--- src/rtl/rca_pkg.sv ---
`default_nettype none
// ============================================================================
// Package     : rca_pkg
// Description : Shared constants, state encoding and helpers for the
//               nibble-serial adder built around the 4-bit rca.
// Contents    : NIB_W       - nibble width handled by one rca pass
//               nsa_state_t - sequencer states (IDLE, RUN, DONE)
//               nib_count   - number of nibbles in a WIDTH-bit operand
// Revision    : 1.0 - initial release
// ============================================================================
package rca_pkg;

  localparam int NIB_W = 4;

  typedef enum logic [1:0] {
    IDLE = 2'd0,
    RUN  = 2'd1,
    DONE = 2'd2
  } nsa_state_t;

  function automatic int nib_count(input int width);
    return width / NIB_W;
  endfunction

endpackage : rca_pkg
`default_nettype wire

--- src/rtl/rca.sv ---
`default_nettype none
// ============================================================================
// Module      : rca
// Description : Purely combinational 4-bit ripple-carry adder.
// Ports       : a    in  4  operand A
//               b    in  4  operand B
//               c    in  1  carry-in
//               y    out 4  sum
//               cout out 1  carry-out of the top bit
// Revision    : 1.0 - initial release
// ============================================================================
module rca (
  input  logic [3:0] a,
  input  logic [3:0] b,
  input  logic       c,
  output logic [3:0] y,
  output logic       cout
);

  logic [4:0] w_c;

  assign w_c[0] = c;

  for (genvar gi = 0; gi < 4; gi++) begin : g_bit
    assign y[gi]     = a[gi] ^ b[gi] ^ w_c[gi];
    assign w_c[gi+1] = (a[gi] & b[gi]) | (w_c[gi] & (a[gi] ^ b[gi]));
  end

  assign cout = w_c[4];

endmodule : rca
`default_nettype wire

--- src/rtl/nibble_serial_adder.sv ---
`default_nettype none
// ============================================================================
// Module      : nibble_serial_adder
// Description : Multi-cycle WIDTH-bit adder. Feeds one rca instance a nibble
//               per clock, rippling the carry between cycles through a
//               register, and collects the result nibble by nibble.
// Ports       : clk    in  1      system clock, rising edge
//               reset  in  1      synchronous active-high reset
//               start  in  1      request, sampled only in IDLE
//               a_in   in  WIDTH  operand A, captured on accept
//               b_in   in  WIDTH  operand B, captured on accept
//               cin    in  1      carry-in, captured on accept
//               busy   out 1      high in RUN and DONE
//               done   out 1      one-cycle completion pulse
//               sum    out WIDTH  result, held until the next accept
//               cout   out 1      final carry-out, same validity as sum
// Revision    : 1.0 - initial release
// ============================================================================
module nibble_serial_adder
  import rca_pkg::*;
#(
  parameter int WIDTH = 16
) (
  input  logic             clk,
  input  logic             reset,
  input  logic             start,
  input  logic [WIDTH-1:0] a_in,
  input  logic [WIDTH-1:0] b_in,
  input  logic             cin,
  output logic             busy,
  output logic             done,
  output logic [WIDTH-1:0] sum,
  output logic             cout
);

  localparam int c_NIB   = nib_count(WIDTH);
  localparam int c_IDX_W = (c_NIB > 1) ? $clog2(c_NIB) : 1;
  localparam logic [c_IDX_W-1:0] c_IDX_LAST = c_IDX_W'(c_NIB - 1);

  if ((WIDTH % NIB_W) != 0 || WIDTH < NIB_W) begin : g_width_check
    $error("nibble_serial_adder: WIDTH must be a non-zero multiple of 4");
  end

  nsa_state_t         r_state;
  logic [c_IDX_W-1:0] r_idx;
  logic [WIDTH-1:0]   r_a;
  logic [WIDTH-1:0]   r_b;
  logic               r_carry;
  logic [WIDTH-1:0]   r_sum;
  logic               r_cout;
  logic               r_busy;
  logic               r_done;

  logic [NIB_W-1:0]   w_y;
  logic               w_co;

  // The index is parked at 0 outside RUN, so the adder inputs stay quiet
  // while idle without needing a separate mux.
  rca u_rca (
    .a    (r_a[NIB_W*r_idx +: NIB_W]),
    .b    (r_b[NIB_W*r_idx +: NIB_W]),
    .c    (r_carry),
    .y    (w_y),
    .cout (w_co)
  );

  always_ff @(posedge clk) begin
    if (reset) begin
      r_state <= IDLE;
      r_idx   <= '0;
      r_a     <= '0;
      r_b     <= '0;
      r_carry <= 1'b0;
      r_sum   <= '0;
      r_cout  <= 1'b0;
      r_busy  <= 1'b0;
      r_done  <= 1'b0;
    end else begin
      case (r_state)
        IDLE: begin
          if (start) begin
            r_a     <= a_in;
            r_b     <= b_in;
            r_carry <= cin;
            r_sum   <= '0;
            r_cout  <= 1'b0;
            r_idx   <= '0;
            r_busy  <= 1'b1;
            r_state <= RUN;
          end
        end
        RUN: begin
          r_sum[NIB_W*r_idx +: NIB_W] <= w_y;
          r_carry <= w_co;
          if (r_idx == c_IDX_LAST) begin
            r_cout  <= w_co;
            r_idx   <= '0;
            r_done  <= 1'b1;
            r_state <= DONE;
          end else begin
            r_idx <= r_idx + c_IDX_W'(1);
          end
        end
        DONE: begin
          // start is ignored here; the next request is taken from IDLE.
          r_done  <= 1'b0;
          r_busy  <= 1'b0;
          r_state <= IDLE;
        end
        default: begin
          r_done  <= 1'b0;
          r_busy  <= 1'b0;
          r_idx   <= '0;
          r_state <= IDLE;
        end
      endcase
    end
  end

  assign busy = r_busy;
  assign done = r_done;
  assign sum  = r_sum;
  assign cout = r_cout;

endmodule : nibble_serial_adder
`default_nettype wire
--- config.mk ---
export PLATFORM = sky130hd
export DESIGN_NAME = nibble_serial_adder
export DESIGN_NICKNAME = d
export VERILOG_FILES = /design/src/rtl/rca_pkg.sv /design/src/rtl/rca.sv /design/src/rtl/nibble_serial_adder.sv
export SDC_FILE = /design/constraint.sdc
export NUM_CORES = 1
export LEC_CHECK = 0
export BUFFER_PORTS_ARGS = -buffer_cell sky130_fd_sc_hd__buf_2
export CAP_MARGIN = 40
export CORE_AREA = 2 2 76 78
export DETAILED_ROUTE_END_ITERATION = 10
export DIE_AREA = 0 0 78 80
export GPL_TIMING_DRIVEN = 0
export PLACE_DENSITY = 0.77
export SLEW_MARGIN = 20
export SYNTH_ARGS = -nofsm -noshare
export SYNTH_HDL_FRONTEND = slang
export SYNTH_HIERARCHICAL = 1
export SYNTH_SLANG_ARGS = --single-unit
--- constraint.sdc ---
create_clock -name clk -period 3.1 [get_ports clk]
set_clock_uncertainty 0.15 [all_clocks]
set_input_delay 0.465 -clock clk [delete_from_list [all_inputs] [get_ports clk]]
set_output_delay 0.465 -clock clk [all_outputs]
set_load 0.05 [all_outputs]
==> metrics, run 1 <==
outcome finished clean; Cell Count, Final, Fillers Out 363; largest net degree at the start of global routing 16; layout cells sized above 1 35.40%; syn_nets 270; GR Overflow Total 0; CTS tree built; Initial Util 46.23%; gp weighted congestion 0.8588; Psw 357.5 uW; Syn Inst Count 225; Placeable Area 5405 um2; Crit path required time 3.19 ns; final wirelength 5.125 mm; min-delay worst type input pin to register; Max Slew Vio Count 0; Die Y 80 um; synthesized cell area 2499 um2; Area Overhead vs Synth 21.48%; internal power 1.048 mW; Worst VDD drop 0.3678 mV; actual slew at the worst max-slew pin 0.4699 ns; initial antenna violation count 0; Final Util 56.16%; Worst Reg-to-Reg Cells 12; # setup viols final 0; CP arrival 3.12 ns; post-synthesis async set-or-reset flop share 0%; period utilization 97.67%; Netlist cell types 37; Fin. Hold Viols 0; routed len/inst 14.12 um; first-pass GRT wire length 8.300 mm; CTS Sinks 56; power density over the cells 462.9 nW/um2; worst r2r dst sum[3]$_SDFFE_PP0P_; FF+latch count, synth 56; predominant post-synthesis flop cell dfxtp_1; crit path launch type register; Die W 78 um; TritonRoute pass-1 iters 4; Vias/cell 5.083; Clock Power Share 28.4%; share of power burned in registers 54.7%; # DRC 0; CP endpoint kind register; All-Layer GR Usage 16.80%; Placed Instances 350; Logic pwr share 16.9%; max cap viols 0; # rows 27; I/O pins 55; LEAKAGE 1.321 nW; DIE AREA 6240 um2; Pwr Total 1.405 mW; # port buffers 53; R2R Setup Slk 0.07 ns; via count 1845; Rel. slew slack 68.67%; total CTS buffers 5; # nets final 335; critical path endpoint sum[3]$_SDFFE_PP0P_; Syn Area/Cell 11.11 um2; reg-to-reg startpoint r_idx[0]$_SDFFE_PP0P_; Final min period 3.028 ns; Setup CP Type register to register; fin area 3035 um2; Worst Setup SP r_idx[0]$_SDFFE_PP0P_; Syn. warnings 6; DRT iter0 DRCs 80; post-route ant nets 0; vias in the first global route 1784; setup_tns 0 ns; RSZ-0062 raised after global routing true; cts hold-fix bufs 0; ant diodes 0; DP Area 2858 um2; Root Driver clkbuf_8; Max Fanout on Critical Path 6; deepest clock path buffer count 2; Detailed Place HPWL 3.851 mm; FMAX 0.3303 GHz; Clk Latency, worst-skew pair 0.30 ns; post-synthesis sequential area ratio 44.87%; clk slew on worst S/H paths 0.09 ns; Switching Fraction 25.44%; H-Tree Depth 2; EDFF count, synth 0
per-layer routing:
layer | wire, um | global-route usage (%) | vias to the layer above
met5 | 0 | 0 | -
met2 | 2462 | 28.53 | 52
met3 | 249 | 4.072 | 7
li1 | - | - | 915
met4 | 42 | 3.684 | 0
met1 | 2370 | 21.79 | 871
Yosys cell counts (all sizes together), types with 4 or more instances:
cell type	instances	share of area, %
dfxtp	56	45
nor2	37	5.6
mux2i	33	13
inv	16	2.4
o2bb2ai	12	4.2
buf	9	4.2
mux4	8	7.2
a21oi	7	2.0
ha	5	2.5
mux2	5	2.3
a32o	4	1.6
clkbuf	4	0.65
fa	4	3.2
nand2	4	0.60
kinds of logic (layout without fill, tap and decap cells):
logic type | Yosys count | count (layout) | synth area share, %
compound gates | 28 | 28 | 9.264
fa+ha+maj | 9 | 9 | 5.709
buf+inv | 30 | 96 | 7.361
flops | 56 | 56 | 44.87
mux | 46 | 46 | 22.68
simple gates | 56 | 56 | 10.12
stage by stage:
stage	setup WS (ns)	hold WS (ns)
2_1_floorplan	0.005489	0.3046
3_3_place_gp	-0.2495	0.2923
3_5_place_dp	-0.3080	0.2963
4_1_cts	0.005942	0.2413
5_1_grt	-0.01479	0.2433
6_report	0.07221	0.2428
placed cells by master (no fill, tap or decap), types with 5 or more instances in the layout:
| cell | Yosys | layout |
|---|---|---|
| nor2_1 | 37 | 37 |
| buf_2 | 2 | 55 |
| dfxtp_1 | 56 | 55 |
| buf_4 | 1 | 5 |
| inv_1 | 16 | 12 |
| clkbuf_8 | 0 | 6 |
| ha_1 | 5 | 5 |
| mux4_2 | 8 | 8 |
| o2bb2ai_1 | 12 | 9 |
| mux2i_1 | 33 | 33 |
area by class of cell:
class                           count  area, um2
Timing Repair Buffer               58      302.8
Fill cell                         496       2370
Buffer                             13      136.4
Inverter                           17      63.81
Clock buffer                        8      90.09
Sequential cell                    56       1125
Multi-Input combinational cell    139       1227
Tap cell                           72      90.09
worst max-delay path: stages (launching register included):
cell and delay (ns):
dfxtp_4 0.37, buf_12 0.11, mux4_2 0.53, fa_2 0.40, inv_2 0.06, fa_2 0.19
inv_2 0.04, fa_2 0.33, inv_2 0.06, fa_1 0.42, inv_2 0.10, nand2_4 0.07
o2bb2ai_2 0.14
timing repair:
action | CTS | global route
endpoints found under the hold margin | 0 | 0
resized for setup | 8 | 11
setup endpoints to repair | 6 | 4
pin swaps | 1 | 3
buffers inserted | 1 | 4
worst min path at each step:
stage,start,to,slack (ns),depth (start not counted)
global route,b_in[3],r_b[3]$_SDFFE_PP0P_,0.24,3
detailed placement,sum[15]$_SDFFE_PP0P_,sum[15]$_SDFFE_PP0P_,0.30,1
global placement,sum[3]$_SDFFE_PP0P_,sum[3]$_SDFFE_PP0P_,0.29,1
floorplan,r_a[10]$_SDFFE_PP0P_,r_a[10]$_SDFFE_PP0P_,0.30,2
finish,b_in[1],r_b[1]$_SDFFE_PP0P_,0.24,3
CTS,b_in[1],r_b[1]$_SDFFE_PP0P_,0.24,3
state kept, by name (all words and copies together) (netlist names):
| signal | flops |
|---|---|
| r_a | 16 |
| r_b | 16 |
| sum | 16 |
| r_idx | 2 |
| r_state | 2 |
| busy | 1 |
| cout | 1 |
| done | 1 |
| r_carry | 1 |
power groups by stage:
stage / clock network [mW] / logic, mW / registers (mW)
after floorplan: 0 / 0.152 / 0.793
after global placement: 0 / 0.216 / 0.786
after detailed placement: 0 / 0.221 / 0.787
after CTS: 0.414 / 0.229 / 0.769
after global routing: 0.436 / 0.261 / 0.773
final: 0.399 / 0.237 / 0.769
Power figures use the tool's default switching activity.
==> inputs of run 2 (changes only) <==
- SETUP_SLACK_MARGIN: default -> 0.5
- SLEW_MARGIN: 20 -> default
==> run 2 against run 1 <==
  * Final cell count fell by 0.83%
  * Die area stayed put
  * Worst hold slack improved by 0.0077 ns
  * Non-clock buffer count is 2 lower
  * First-iteration DRC count shrank 1.3%
  * Clock-buffer cell count shrank 2
  * Combinational power hardly changed
  * Critical path type unchanged
==> metrics, run 2 (same netlist as run 1, synthesis figures left out) <==
Logic pwr share 17.2% (+0.3 points); Final min period 2.946 ns (-0.08200 ns); # rows 27 (unchanged); TritonRoute pass-1 iters 4 (unchanged); final wirelength 5.142 mm (+0.33%); worst r2r dst sum[15]$_SDFFE_PP0P_; power density over the cells 461.3 nW/um2 (-0.34%); R2R Setup Slk 0.15 ns (+0.08 ns); CTS Sinks 56 (unchanged); Die W 78 um (unchanged); Pwr Total 1.379 mW (-1.8%); internal power 1.018 mW (-2.8%); first-pass GRT wire length 8.328 mm (+0.34%); CTS tree built; initial antenna violation count 0 (unchanged); Psw 360.9 uW (+0.98%); crit path launch type register; # DRC 0 (unchanged); Clock Power Share 27.1% (-1.3 points); largest net degree at the start of global routing 16 (unchanged); outcome finished clean; # port buffers 53 (unchanged); cell depth of the worst hold path 3 (unchanged); reg-to-reg startpoint r_idx[0]$_SDFFE_PP0P_; Die Y 80 um (unchanged); Rel. slew slack 67.71% (-0.96 points); total CTS buffers 5 (unchanged); Vias/cell 5.064 (-0.37%); GR Overflow Total 0 (unchanged); Max Fanout on Critical Path 4 (-2); via count 1823 (-1.2%); post-route ant nets 0 (unchanged); ant diodes 0 (unchanged); gp weighted congestion 0.7921 (-7.8%); period utilization 95.03% (-2.6 points); max cap viols 0 (unchanged); Worst Hold End r_b[11]$_SDFFE_PP0P_; Area Overhead vs Synth 19.68%; Setup CP Type register to register; actual slew at the worst max-slew pin 0.4844 ns (+0.01441 ns); DIE AREA 6240 um2 (unchanged); Fin. Hold Viols 0 (unchanged); FMAX 0.3395 GHz (+2.8%); I/O pins 55 (unchanged); CP endpoint kind register; min-delay worst type input pin to register; deepest clock path buffer count 2 (unchanged); routed len/inst 14.28 um (+1.2%); Max Slew Vio Count 0 (unchanged); Initial Util 46.23% (unchanged); Placeable Area 5405 um2 (unchanged); Switching Fraction 26.17% (+0.73 points); Detailed Place HPWL 3.853 mm (about the same); Clk Latency, worst-skew pair 0.30 ns (about the same); Placed Instances 350 (unchanged); Worst Reg-to-Reg Cells 12 (unchanged); most frequent cells in the layout 55 x buf_2, 55 x dfxtp_1, 37 x nor2_1; CP arrival 3.03 ns (-0.09 ns); DRT iter0 DRCs 79 (-1.3%); H-Tree Depth 2 (unchanged); Worst VDD drop 0.2667 mV (-28%); hold_sp b_in[11]; cts hold-fix bufs 0 (unchanged); All-Layer GR Usage 16.97% (+0.17 points); RSZ-0062 raised after global routing true; # setup viols final 0 (unchanged); Crit path required time 3.19 ns (about the same); fill cell count 488 (-1.6%); vias in the first global route 1754 (-1.7%); layout cells sized above 1 35.42% (about the same); share of power burned in registers 55.7% (+1.0 points); LEAKAGE 1.291 nW (-2.2%); Cell Count, Final, Fillers Out 360 (-0.83%); Root Driver clkbuf_8; # nets final 333 (-0.60%); clk slew on worst S/H paths 0.10 ns (about the same)
run 2: changes by cell type in the layout (fill, tap and decap cells not counted), moves of 2 or more:
cell / previous run / this run
o2bb2ai_1: 9 / 12
o2bb2ai_2: 3 / 0
buf_4: 5 / 3
inv_1: 12 / 10
inv_2: 4 / 6
run 2: worst max-delay path by stage:
| stage | slack (ns) | cells past startpoint | from | to |
|---|---|---|---|---|
| after floorplan | 0.22 | 12 | r_idx[0]$_SDFFE_PP0P_ | sum[7]$_SDFFE_PP0P_ |
| after global placement | -0.14 | 12 | r_idx[1]$_SDFFE_PP0P_ | sum[7]$_SDFFE_PP0P_ |
| after detailed placement | -0.15 | 12 | r_idx[1]$_SDFFE_PP0P_ | sum[15]$_SDFFE_PP0P_ |
| after CTS | 0.13 | 12 | r_idx[0]$_SDFFE_PP0P_ | sum[15]$_SDFFE_PP0P_ |
| after global routing | 0.05 | 12 | r_idx[0]$_SDFFE_PP0P_ | sum[15]$_SDFFE_PP0P_ |
| final | 0.15 | 12 | r_idx[0]$_SDFFE_PP0P_ | sum[15]$_SDFFE_PP0P_ |
run 2: stage by stage:
step / util, % / setup WS (ns) / hold WS, ns / setup TNS (ns) / instance area, um2
5_1_grt: 55.32 / 0.05213 / 0.2407 / 0 / 2990
4_1_cts: 55.21 / 0.1265 / 0.2447 / 0 / 2984
3_5_place_dp: 53.15 / -0.1513 / 0.2951 / -0.5103 / 2873
6_report: 55.32 / 0.1542 / 0.2505 / 0 / 2990
3_3_place_gp: 53.15 / -0.1404 / 0.2905 / -0.4619 / 2873
2_1_floorplan: - / 0.2196 / 0.3046 / 0 / 2517
run 2: power by group through the flow:
stage	sequential [mW]	combinational [mW]	clock (mW)
4_1_cts	0.768	0.236	0.381
2_1_floorplan	0.793	0.154	0
5_1_grt	0.772	0.258	0.406
3_5_place_dp	0.787	0.225	0
3_3_place_gp	0.785	0.220	0
6_report	0.769	0.237	0.374
run 2: metal layers:
layer	vias to the layer above	share of wire (%)	track usage, %
li1	905	-	-
met1	874	47	22.27
met2	42	49	28.97
met3	2	3.7	3.394
met4	0	0.33	3.860
met5	-	0	0
run 2: cell type report:
type / count / area (um2) / share of cell area, %
Multi-Input combinational cell: 139 / 1210 / 40.46
Sequential cell: 56 / 1125 / 37.62
Timing Repair Buffer: 56 / 287.8 / 9.623
Buffer: 13 / 136.4 / 4.561
Tap cell: 72 / 90.09 / 3.013
Clock buffer: 6 / 72.57 / 2.427
Inverter: 17 / 63.81 / 2.134
Clock inverter: 1 / 5.005 / 0.1674
run 2: what timing repair did:
item	in CTS	in global routing
buffers inserted	3	0
endpoints found under the setup margin	13	10
resized for setup	7	4
hold endpoints to repair	0	0
pin swaps	3	4
run 2: critical path: stages, from the launching register on:
cell	delay (ns)
dfxtp_4	0.37
buf_12	0.11
mux4_2	0.52
fa_2	0.37
inv_2	0.06
fa_2	0.19
inv_2	0.04
fa_2	0.32
inv_2	0.06
fa_2	0.43
inv_2	0.08
nand2_2	0.06
o2bb2ai_1	0.12
